<file path="config.mk">
export PLATFORM = sky130hd
export DESIGN_NAME = chunked_adder_seq
export DESIGN_NICKNAME = d
export VERILOG_FILES = /design/src/rtl/chunked_adder_seq.sv
export SDC_FILE = /design/constraint.sdc
export NUM_CORES = 1
export LEC_CHECK = 0
export CAP_MARGIN = 10
export CORE_ASPECT_RATIO = 0.5
export CORE_MARGIN = 1.5
export CORE_UTILIZATION = 50
export CTS_BUF_LIST = sky130_fd_sc_hd__clkbuf_8 sky130_fd_sc_hd__clkbuf_16
export CTS_CLUSTER_SIZE = 40
export DETAILED_ROUTE_END_ITERATION = 6
export PLACE_DENSITY = 0.77
export SLEW_MARGIN = 20
export SYNTH_ARGS = -nofsm -noshare
export SYNTH_HDL_FRONTEND = slang
export SYNTH_SLANG_ARGS = --single-unit
export TNS_END_PERCENT = 30
</file>
<file path="constraint.sdc">
create_clock -name CLK -period 4.1 [get_ports CLK]
set_clock_uncertainty 0.05 [all_clocks]
set_input_delay 0.615 -clock CLK [delete_from_list [all_inputs] [get_ports CLK]]
set_output_delay 0.615 -clock CLK [all_outputs]
set_load 0.005 [all_outputs]
</file>
<file path="src/rtl/chunked_adder_seq.sv">
// -----------------------------------------------------------------------------
// chunked_adder_seq
//
// Multi-cycle wide adder. It accepts one wide operand pair through a
// valid/ready handshake and adds it one DATA_WIDTH-bit chunk per clock. The
// least significant chunk is added first, and a registered carry links each
// chunk to the next. After the last chunk the full-width sum and the final
// carry are offered downstream through a second valid/ready handshake.
//
// Parameters
//   DATA_WIDTH : width of one adder chunk in bits
//   NUM_CHUNKS : number of chunks (>= 1); operand width W = DATA_WIDTH*NUM_CHUNKS
//
// Ports
//   CLK        in   1  clock, all state changes on the rising edge
//   RST        in   1  synchronous active-high reset
//   In_valid   in   1  upstream presents an operand pair
//   In_ready   out  1  block can accept an operand pair (IDLE only)
//   A, B       in   W  operands
//   Carry_in   in   1  carry into chunk 0
//   Out_valid  out  1  Sum/Carry_out are valid (DONE only)
//   Out_ready  in   1  downstream accepts the result
//   Sum        out  W  registered wide sum
//   Carry_out  out  1  carry out of the most significant chunk
//   Busy       out  1  high while an operation is in RUN or DONE
// -----------------------------------------------------------------------------
module chunked_adder_seq #(
    parameter int DATA_WIDTH = 4,
    parameter int NUM_CHUNKS = 4
) (
    input  logic                             CLK,
    input  logic                             RST,
    input  logic                             In_valid,
    output logic                             In_ready,
    input  logic [DATA_WIDTH*NUM_CHUNKS-1:0] A,
    input  logic [DATA_WIDTH*NUM_CHUNKS-1:0] B,
    input  logic                             Carry_in,
    output logic                             Out_valid,
    input  logic                             Out_ready,
    output logic [DATA_WIDTH*NUM_CHUNKS-1:0] Sum,
    output logic                             Carry_out,
    output logic                             Busy
);

    localparam int W     = DATA_WIDTH * NUM_CHUNKS;
    // A single-chunk build still needs a 1-bit index, so the width never drops to zero.
    localparam int IDX_W = (NUM_CHUNKS > 1) ? $clog2(NUM_CHUNKS) : 1;

    localparam logic [IDX_W-1:0] LAST_IDX = IDX_W'(NUM_CHUNKS - 1);
    localparam logic [IDX_W-1:0] IDX_ONE  = IDX_W'(1);
    localparam logic [IDX_W-1:0] IDX_ZERO = IDX_W'(0);

    typedef enum logic [1:0] {
        ST_IDLE = 2'd0,
        ST_RUN  = 2'd1,
        ST_DONE = 2'd2
    } state_t;

    // -------------------------------------------------------------------------
    // Helper functions
    // -------------------------------------------------------------------------

    // Returns chunk number idx of a wide vector. The loop uses constant
    // part-selects so that no variable-width shifter is built.
    function automatic logic [DATA_WIDTH-1:0] get_chunk(
        input logic [W-1:0]     vec,
        input logic [IDX_W-1:0] idx
    );
        logic [DATA_WIDTH-1:0] res;
        res = {DATA_WIDTH{1'b0}};
        for (int k = 0; k < NUM_CHUNKS; k++) begin
            if (idx == IDX_W'(k)) begin
                res = vec[k*DATA_WIDTH +: DATA_WIDTH];
            end else begin
                res = res;
            end
        end
        return res;
    endfunction

    // Returns vec with chunk number idx replaced by val.
    function automatic logic [W-1:0] put_chunk(
        input logic [W-1:0]            vec,
        input logic [IDX_W-1:0]        idx,
        input logic [DATA_WIDTH-1:0]   val
    );
        logic [W-1:0] res;
        res = vec;
        for (int k = 0; k < NUM_CHUNKS; k++) begin
            if (idx == IDX_W'(k)) begin
                res[k*DATA_WIDTH +: DATA_WIDTH] = val;
            end else begin
                res[k*DATA_WIDTH +: DATA_WIDTH] = vec[k*DATA_WIDTH +: DATA_WIDTH];
            end
        end
        return res;
    endfunction

    // One adder slice: {carry, sum} = a + b + cin, evaluated at DATA_WIDTH+1 bits.
    function automatic logic [DATA_WIDTH:0] chunk_add(
        input logic [DATA_WIDTH-1:0] a,
        input logic [DATA_WIDTH-1:0] b,
        input logic                  cin
    );
        return {1'b0, a} + {1'b0, b} + {{DATA_WIDTH{1'b0}}, cin};
    endfunction

    // -------------------------------------------------------------------------
    // State and datapath registers
    // -------------------------------------------------------------------------
    state_t             state_r;
    logic [W-1:0]       a_r;
    logic [W-1:0]       b_r;
    logic               carry_r;
    logic [IDX_W-1:0]   idx_r;
    logic [W-1:0]       sum_r;
    logic               carry_out_r;
    logic               in_ready_r;
    logic               out_valid_r;
    logic               busy_r;

    logic [DATA_WIDTH:0] chunk_res_s;
    logic [W-1:0]        sum_next_s;

    // Adds the chunk selected by idx_r and merges the result into the sum.
    always_comb begin
        chunk_res_s = chunk_add(get_chunk(a_r, idx_r), get_chunk(b_r, idx_r), carry_r);
        sum_next_s  = put_chunk(sum_r, idx_r, chunk_res_s[DATA_WIDTH-1:0]);
    end

    // Control FSM and datapath. The handshake flags are registered alongside
    // each state change, so they depend only on state and never
    // combinationally on In_valid or Out_ready.
    always_ff @(posedge CLK) begin
        if (RST) begin
            state_r     <= ST_IDLE;
            a_r         <= {W{1'b0}};
            b_r         <= {W{1'b0}};
            carry_r     <= 1'b0;
            idx_r       <= IDX_ZERO;
            sum_r       <= {W{1'b0}};
            carry_out_r <= 1'b0;
            in_ready_r  <= 1'b1;
            out_valid_r <= 1'b0;
            busy_r      <= 1'b0;
        end else begin
            case (state_r)
                ST_IDLE: begin
                    if (In_valid && in_ready_r) begin
                        a_r        <= A;
                        b_r        <= B;
                        carry_r    <= Carry_in;
                        sum_r      <= {W{1'b0}};
                        idx_r      <= IDX_ZERO;
                        state_r    <= ST_RUN;
                        in_ready_r <= 1'b0;
                        busy_r     <= 1'b1;
                    end else begin
                        state_r    <= ST_IDLE;
                    end
                end

                ST_RUN: begin
                    sum_r   <= sum_next_s;
                    carry_r <= chunk_res_s[DATA_WIDTH];
                    if (idx_r == LAST_IDX) begin
                        carry_out_r <= chunk_res_s[DATA_WIDTH];
                        out_valid_r <= 1'b1;
                        state_r     <= ST_DONE;
                    end else begin
                        idx_r       <= idx_r + IDX_ONE;
                    end
                end

                ST_DONE: begin
                    // Sum and Carry_out are left untouched on the way out, so
                    // they keep their values after the result is taken.
                    if (Out_ready && out_valid_r) begin
                        out_valid_r <= 1'b0;
                        busy_r      <= 1'b0;
                        in_ready_r  <= 1'b1;
                        state_r     <= ST_IDLE;
                    end else begin
                        state_r     <= ST_DONE;
                    end
                end

                default: begin
                    // Unreachable encoding: return to a clean idle condition.
                    state_r     <= ST_IDLE;
                    idx_r       <= IDX_ZERO;
                    in_ready_r  <= 1'b1;
                    out_valid_r <= 1'b0;
                    busy_r      <= 1'b0;
                end
            endcase
        end
    end

    assign In_ready  = in_ready_r;
    assign Out_valid = out_valid_r;
    assign Busy      = busy_r;
    assign Sum       = sum_r;
    assign Carry_out = carry_out_r;

endmodule

</file>
* Word-level counts from Yosys, hierarchy flattened
Index checks and enable logic that the tools add are counted.
** Word-level totals
- RAM bits :: 0
- Bits in read-only memories :: 0
- Output and inout bits :: 20
- Memories kept :: 0
- Logic and storage cells :: 77
- Bits in latches :: 0
- Bits of input ports :: 37
- Bits in registers :: 57
** Operators by class
- Eq/ne operators :: 12
- Bitwise gates (word level) :: 3
- Add/sub/neg operators :: 3
- Reductions and logical operators :: 15
- Divide/modulo/power cells :: 0
- Mux-type cells :: 31
- $mul :: 0
- Shifts and indexed selects :: 0
- Magnitude comparators :: 0
** Operator list (count)
- $mux W4 :: 12
- $pmux W16 S2 :: 1
- $reduce_and A3 Y1 :: 7
- $mux W16 :: 1
- $ne A2 B2 Y1 const B :: 7
- $pmux W2 S3 :: 2
- $pmux W1 S3 :: 3
- $mux W2 :: 4
- $mux W1 :: 7
- $eq A2 B2 Y1 const B :: 3
- $reduce_and A2 Y1 :: 3
- $add A4 B4 Y5 :: 1
- $add A5 B1 Y5 :: 1
- $eq A2 B1 Y1 const B :: 2
- $logic_not A2 Y1 :: 2
- $not A1 Y1 :: 3
- $add A2 B1 Y2 const B :: 1
- $logic_and A1 B1 Y1 :: 2
- $pmux W1 S2 :: 1
- $reduce_bool A2 Y1 :: 1

* Depth between registers and ports, before layout
- Depth after elaboration :: 9
- Gate-level depth with buffers :: 13
- Gate-level depth less buffers :: 11

* Least setup slack after synthesis
OpenSTA, ideal clock, no wires.
- Path kind :: flip-flop to flip-flop
- From :: register idx_r[0]
- To :: register sum_r[10], in the netlist Sum[10]
- Path slack :: 1.201 ns
- Cell stages (with the launch flop) :: 13
- Data required time :: 3.975 ns
- Data arrival time :: 2.774 ns
- Setup time :: 0.075 ns
- Buffers on the path :: 2
- Clock period less this slack :: 2.899 ns
- Cell sequence :: dfxtp_1 -> inv_1 -> ha_1 -> clkbuf_1 -> clkbuf_1 -> a21oi_1 -> o21ai_0 -> a22oi_1 -> fa_1 -> fa_1 -> xor2_1 -> or3_1 -> o21ai_0
** On the way
- Word-level cells in the longest chain between the ends :: 9
- Elaborated cells on any way between the ends :: 18
- Those cells by class :: add/sub (2); eq/ne (4); mux (10); reduce/logical (2)
** RTL lines
- from (decl) :: RTL line 115 : logic [IDX_W-1:0] idx_r;
- from (signal assigned) :: RTL line 171 : idx_r <= idx_r + IDX_ONE;
- $logic_not A2 Y1 :: RTL line 72 : if (idx == IDX_W'(k)) begin
- $mux W4 (4 in series) :: RTL line 72
- $add A4 B4 Y5 :: RTL line 105 : return {1'b0, a} + {1'b0, b} + {{DATA_WIDTH{1'b0}}, cin};
- $add A5 B1 Y5 :: RTL line 105
- $mux W4 :: RTL line 90 : if (idx == IDX_W'(k)) begin
- $pmux W16 S2 :: RTL line 147 : case (state_r)
- to (signal assigned) :: RTL line 141 : sum_r <= {W{1'b0}};
- to (signal assigned) :: RTL line 153 : sum_r <= {W{1'b0}};
- to (signal assigned) :: RTL line 164 : sum_r <= sum_next_s;
- to (decl) :: RTL line 116 : logic [W-1:0] sum_r;
Parallel ways exist; a longest one is shown, timed or not. The select of a mux whose other input is x is not followed.
A chain may end at the register's enable or synchronous reset.

* Worst setup path after layout
- From :: register idx_r[0]
- To :: register sum_r[6], in the netlist Sum[6]
Same word-level chain as after synthesis.

==> implementation parameters <==
Parameter                              Value

Logic synthesis
  Number of flops mapped to enable cells by yosys ... 0
  Post-Syn Area ... 2650 sq um
  Syn Area/Cell ... 7.82 sq um
  Library cell with the largest summed area after synthesis ... dfxtp_1
  Most common cell in the synthesized netlist ... nand2_1
  YS warnings ... 0
  Netlist cell types ... 32
  Commonest cells in the synthesized netlist ... nand2_1, a21oi_1, dfxtp_1, clkbuf_1, nor2_1
  FF+latch count, synth ... 57
  Part of the Yosys area used for sequential elements ... 43.1%
  Cells taking the most area after synthesis ... dfxtp_1, nand2_1, a21oi_1, nand3b_1, ha_1
  Mapped Nets ... between 300 and 400
  Fraction of registers with async set/reset ... 0%
  Share of the synthesized area in the top cell type ... 43.1%
  Prevailing post-synth register cell ... dfxtp_1
  Synthesized netlist cell count ... 339

Worst setup path
  Sort of element at the end of the critical path ... flop
  CP required ... 4.31 ns
  Crit start category ... flop
  Worst reg2reg path startpoint ... idx_r[0]
  Launch point of the critical path ... idx_r[0]
  Arrival time worst endpoint ... 3.32 ns
  Crit Path Max Fanout ... 26
  Type of the worst setup path ... reg2reg

Cells and area
  Fin nets ... between 400 and 500
  Synth-to-layout area growth ... 25.9%
  # fillers ... 444
  Post-route design area ... 3340 sq um
  # diodes ... 0
  Fraction of layout cells with a size suffix above 1 ... under 10%

GRT
  Via count of the first global-routing pass ... 2,116
  Largest net degree at the start of global routing ... 65
  GRT Resource Usage Total ... 22.2%
  First-pass GRT wire length ... between 9 and 10 mm
  Number of antenna violations at the first check in global routing ... 0
  Total overflow reported by the global router ... 0

Clocking
  H-tree levels ... 3
  Number of gates given a new drive strength after cts ... 0
  Sink Count ... 57
  Clock-pin slew on the worst setup and hold paths ... 0.06 ns
  Clock buffer depth ... 2
  CTS tree ... yes
  Root cell of the clock tree ... clkbuf_8
  Number of setup buffers added after CTS ... 0
  Clock buffer count from CTS ... 9
  Hold_buf cts ... 0
  Clk Latency, worst-skew pair ... 0.33 ns

Pwr
  Static Leak ... 1.21 nW
  Part of the power in the clock network ... 36.8%
  Cell Pwr Density ... 383 nW/um^2
  Proportion of power drawn by combinational gates ... 16.0%
  Sequential power share ... between 40 and 50%
  Net switching fraction of the power ... 26.3%
  Net switching power ... 336 uW
  Cell internal pwr ... 940 uW
  Worst-case vdd ir drop ... roughly 0.19 mV

Min path
  Hold wc startpoint ... a_r[3]
  Path category of the worst min-delay check ... reg2reg

Drt
  Via count ... 2,396
  Via-to-Cell Ratio ... 5.28
  Routed len/inst ... 13.0 um
  First DRT Iteration DRCs ... between 100 and 150
  Count of antenna-violating nets left after detailed routing ... 0
  Remaining DRCs ... 0
  Pre-Repair DR Iteration Count ... 5
  DRT Wirelength ... approximately 5.9 mm

Place
  Instance area at placement ... around 3200 sq um
  Input/output buffers ... 56
  Global placement routability congestion ... 0.906
  Detailed-placement wirelength estimate ... between 4 and 5 mm
  Setup Slack @ Placement ... 1.02 ns

STA
  Worst path setup slack after routing ... 0.986 ns
  Shortest period the worst path allows ... between 3 and 4 ns
  RSZ-0062 raised after global routing ... false
  Final total negative setup slack ... 0 ns
  F_max ... approximately 320 MHz
  Slew at the pin closest to its max-slew limit ... 1.03 ns
  Worst Hold Margin ... 0.408 ns
  Worst slew slack as a fraction of its limit ... 31.2%
  Fin. max-slew vios ... 0
  Final count of negative-setup-slack endpoints ... 0
  Period Utilization, post-route ... 76.0%
  Count of endpoints failing hold in the final timing report ... 0

Die
  Core box area ... roughly 5000 sq um
  Floorplan die area ... 5770 sq um
  Die Wd ... approximately 110 um
  Starting density of the core ... 52.8%
  Top-Level Pins ... 57
  Vertical extent of the die ... ~54 um
  Number of rows in the core area ... 18

Run
  Max-cap violations ... 0

Outcome
  Result of the run ... complete, no violations
-- worst max-delay path, cell delays in order (launching register included) --
cell and delay [ns]:
dfxtp_1 0.41, ha_1 0.73, a22oi_1 0.24, fa_1 0.48
fa_1 0.42, xor2_1 0.18, or3_1 0.37, o21ai_0 0.17
-- kinds of logic (layout without fill, tap and decap cells) --
family | after synthesis | after routing | share of synthesized area, %
simple gates | 140 | 140 | 24.3
compound gates | 95 | 95 | 20.5
flops | 57 | 57 | 43.1
buf+inv | 37 | 82 | 6.94
xor+xnor | 1 | 1 | 0.331
fa+ha+maj | 9 | 9 | 4.82
-- power by group through the flow --
stage | Combinational [mW] | Clock [mW] | Sequential, mW
3_5_place_dp | 0.203 | 0 | 0.615
3_3_place_gp | 0.197 | 0 | 0.614
5_1_grt | 0.228 | 0.505 | 0.606
4_1_cts | 0.204 | 0.479 | 0.603
2_1_floorplan | 0.142 | 0 | 0.608
6_report | 0.204 | 0.469 | 0.603
-- metrics by stage --
stage          power, mW  util [%]  instances
6_report            1.28      66.4        454
5_1_grt             1.34      66.4        454
4_1_cts             1.29      66.3        454
3_5_place_dp       0.818      62.7        439
3_3_place_gp       0.811      62.7        439
2_1_floorplan      0.750         -        339
-- placed cells by master, fill, tap and decap left out, types with 5 or more instances in the layout --
cell,instances
a22oi_1,5
nand3b_1,14
o21ai_0,12
ha_1,7
inv_1,11
a2bb2oi_1,7
clkbuf_8,12
nand2_1,85
a21oi_1,61
dfxtp_1,57
nor2_1,15
clkdlybuf4s50_1,55
-- state kept, by name, indices dropped and copies added, names as in the netlist --
signal and cells:
In_ready 1, carry_r 1, idx_r 2, a_r 16
Out_valid 1, Carry_out 1, Sum 16, b_r 16
Busy 1, state_r 2
-- path summary, 6_finish.rpt --
path / slack [ns] / cells past startpoint / endpoint
max: 0.99 / 7 / Sum[6]
min: 0.41 / 2 / a_r[3]
max reg2reg: 0.99 / 7 / Sum[6]
min reg2reg: 0.41 / 2 / a_r[3]
-- layer usage --
layer  vias to the layer above  routed length (um)  GRT usage (%)
met1                      1092                2920           29.6
met2                        63                2580           34.8
met4                         0                  63           8.11
met3                         7                 337           6.67
li1                       1234                   -              -
met5                         -                   0              0
-- layout make-up --
class	count	area (sq um)	share of cell area, %
tap	70	87.6	2.63
inverter	11	41.3	1.24
timing repair buffer	56	556	16.7
sequential	57	1140	34.2
multi-input combinational	245	1330	39.9
clock inverter	3	15.0	0.450
clock buffer	12	165	4.95
Power figures use the tool's default switching activity.
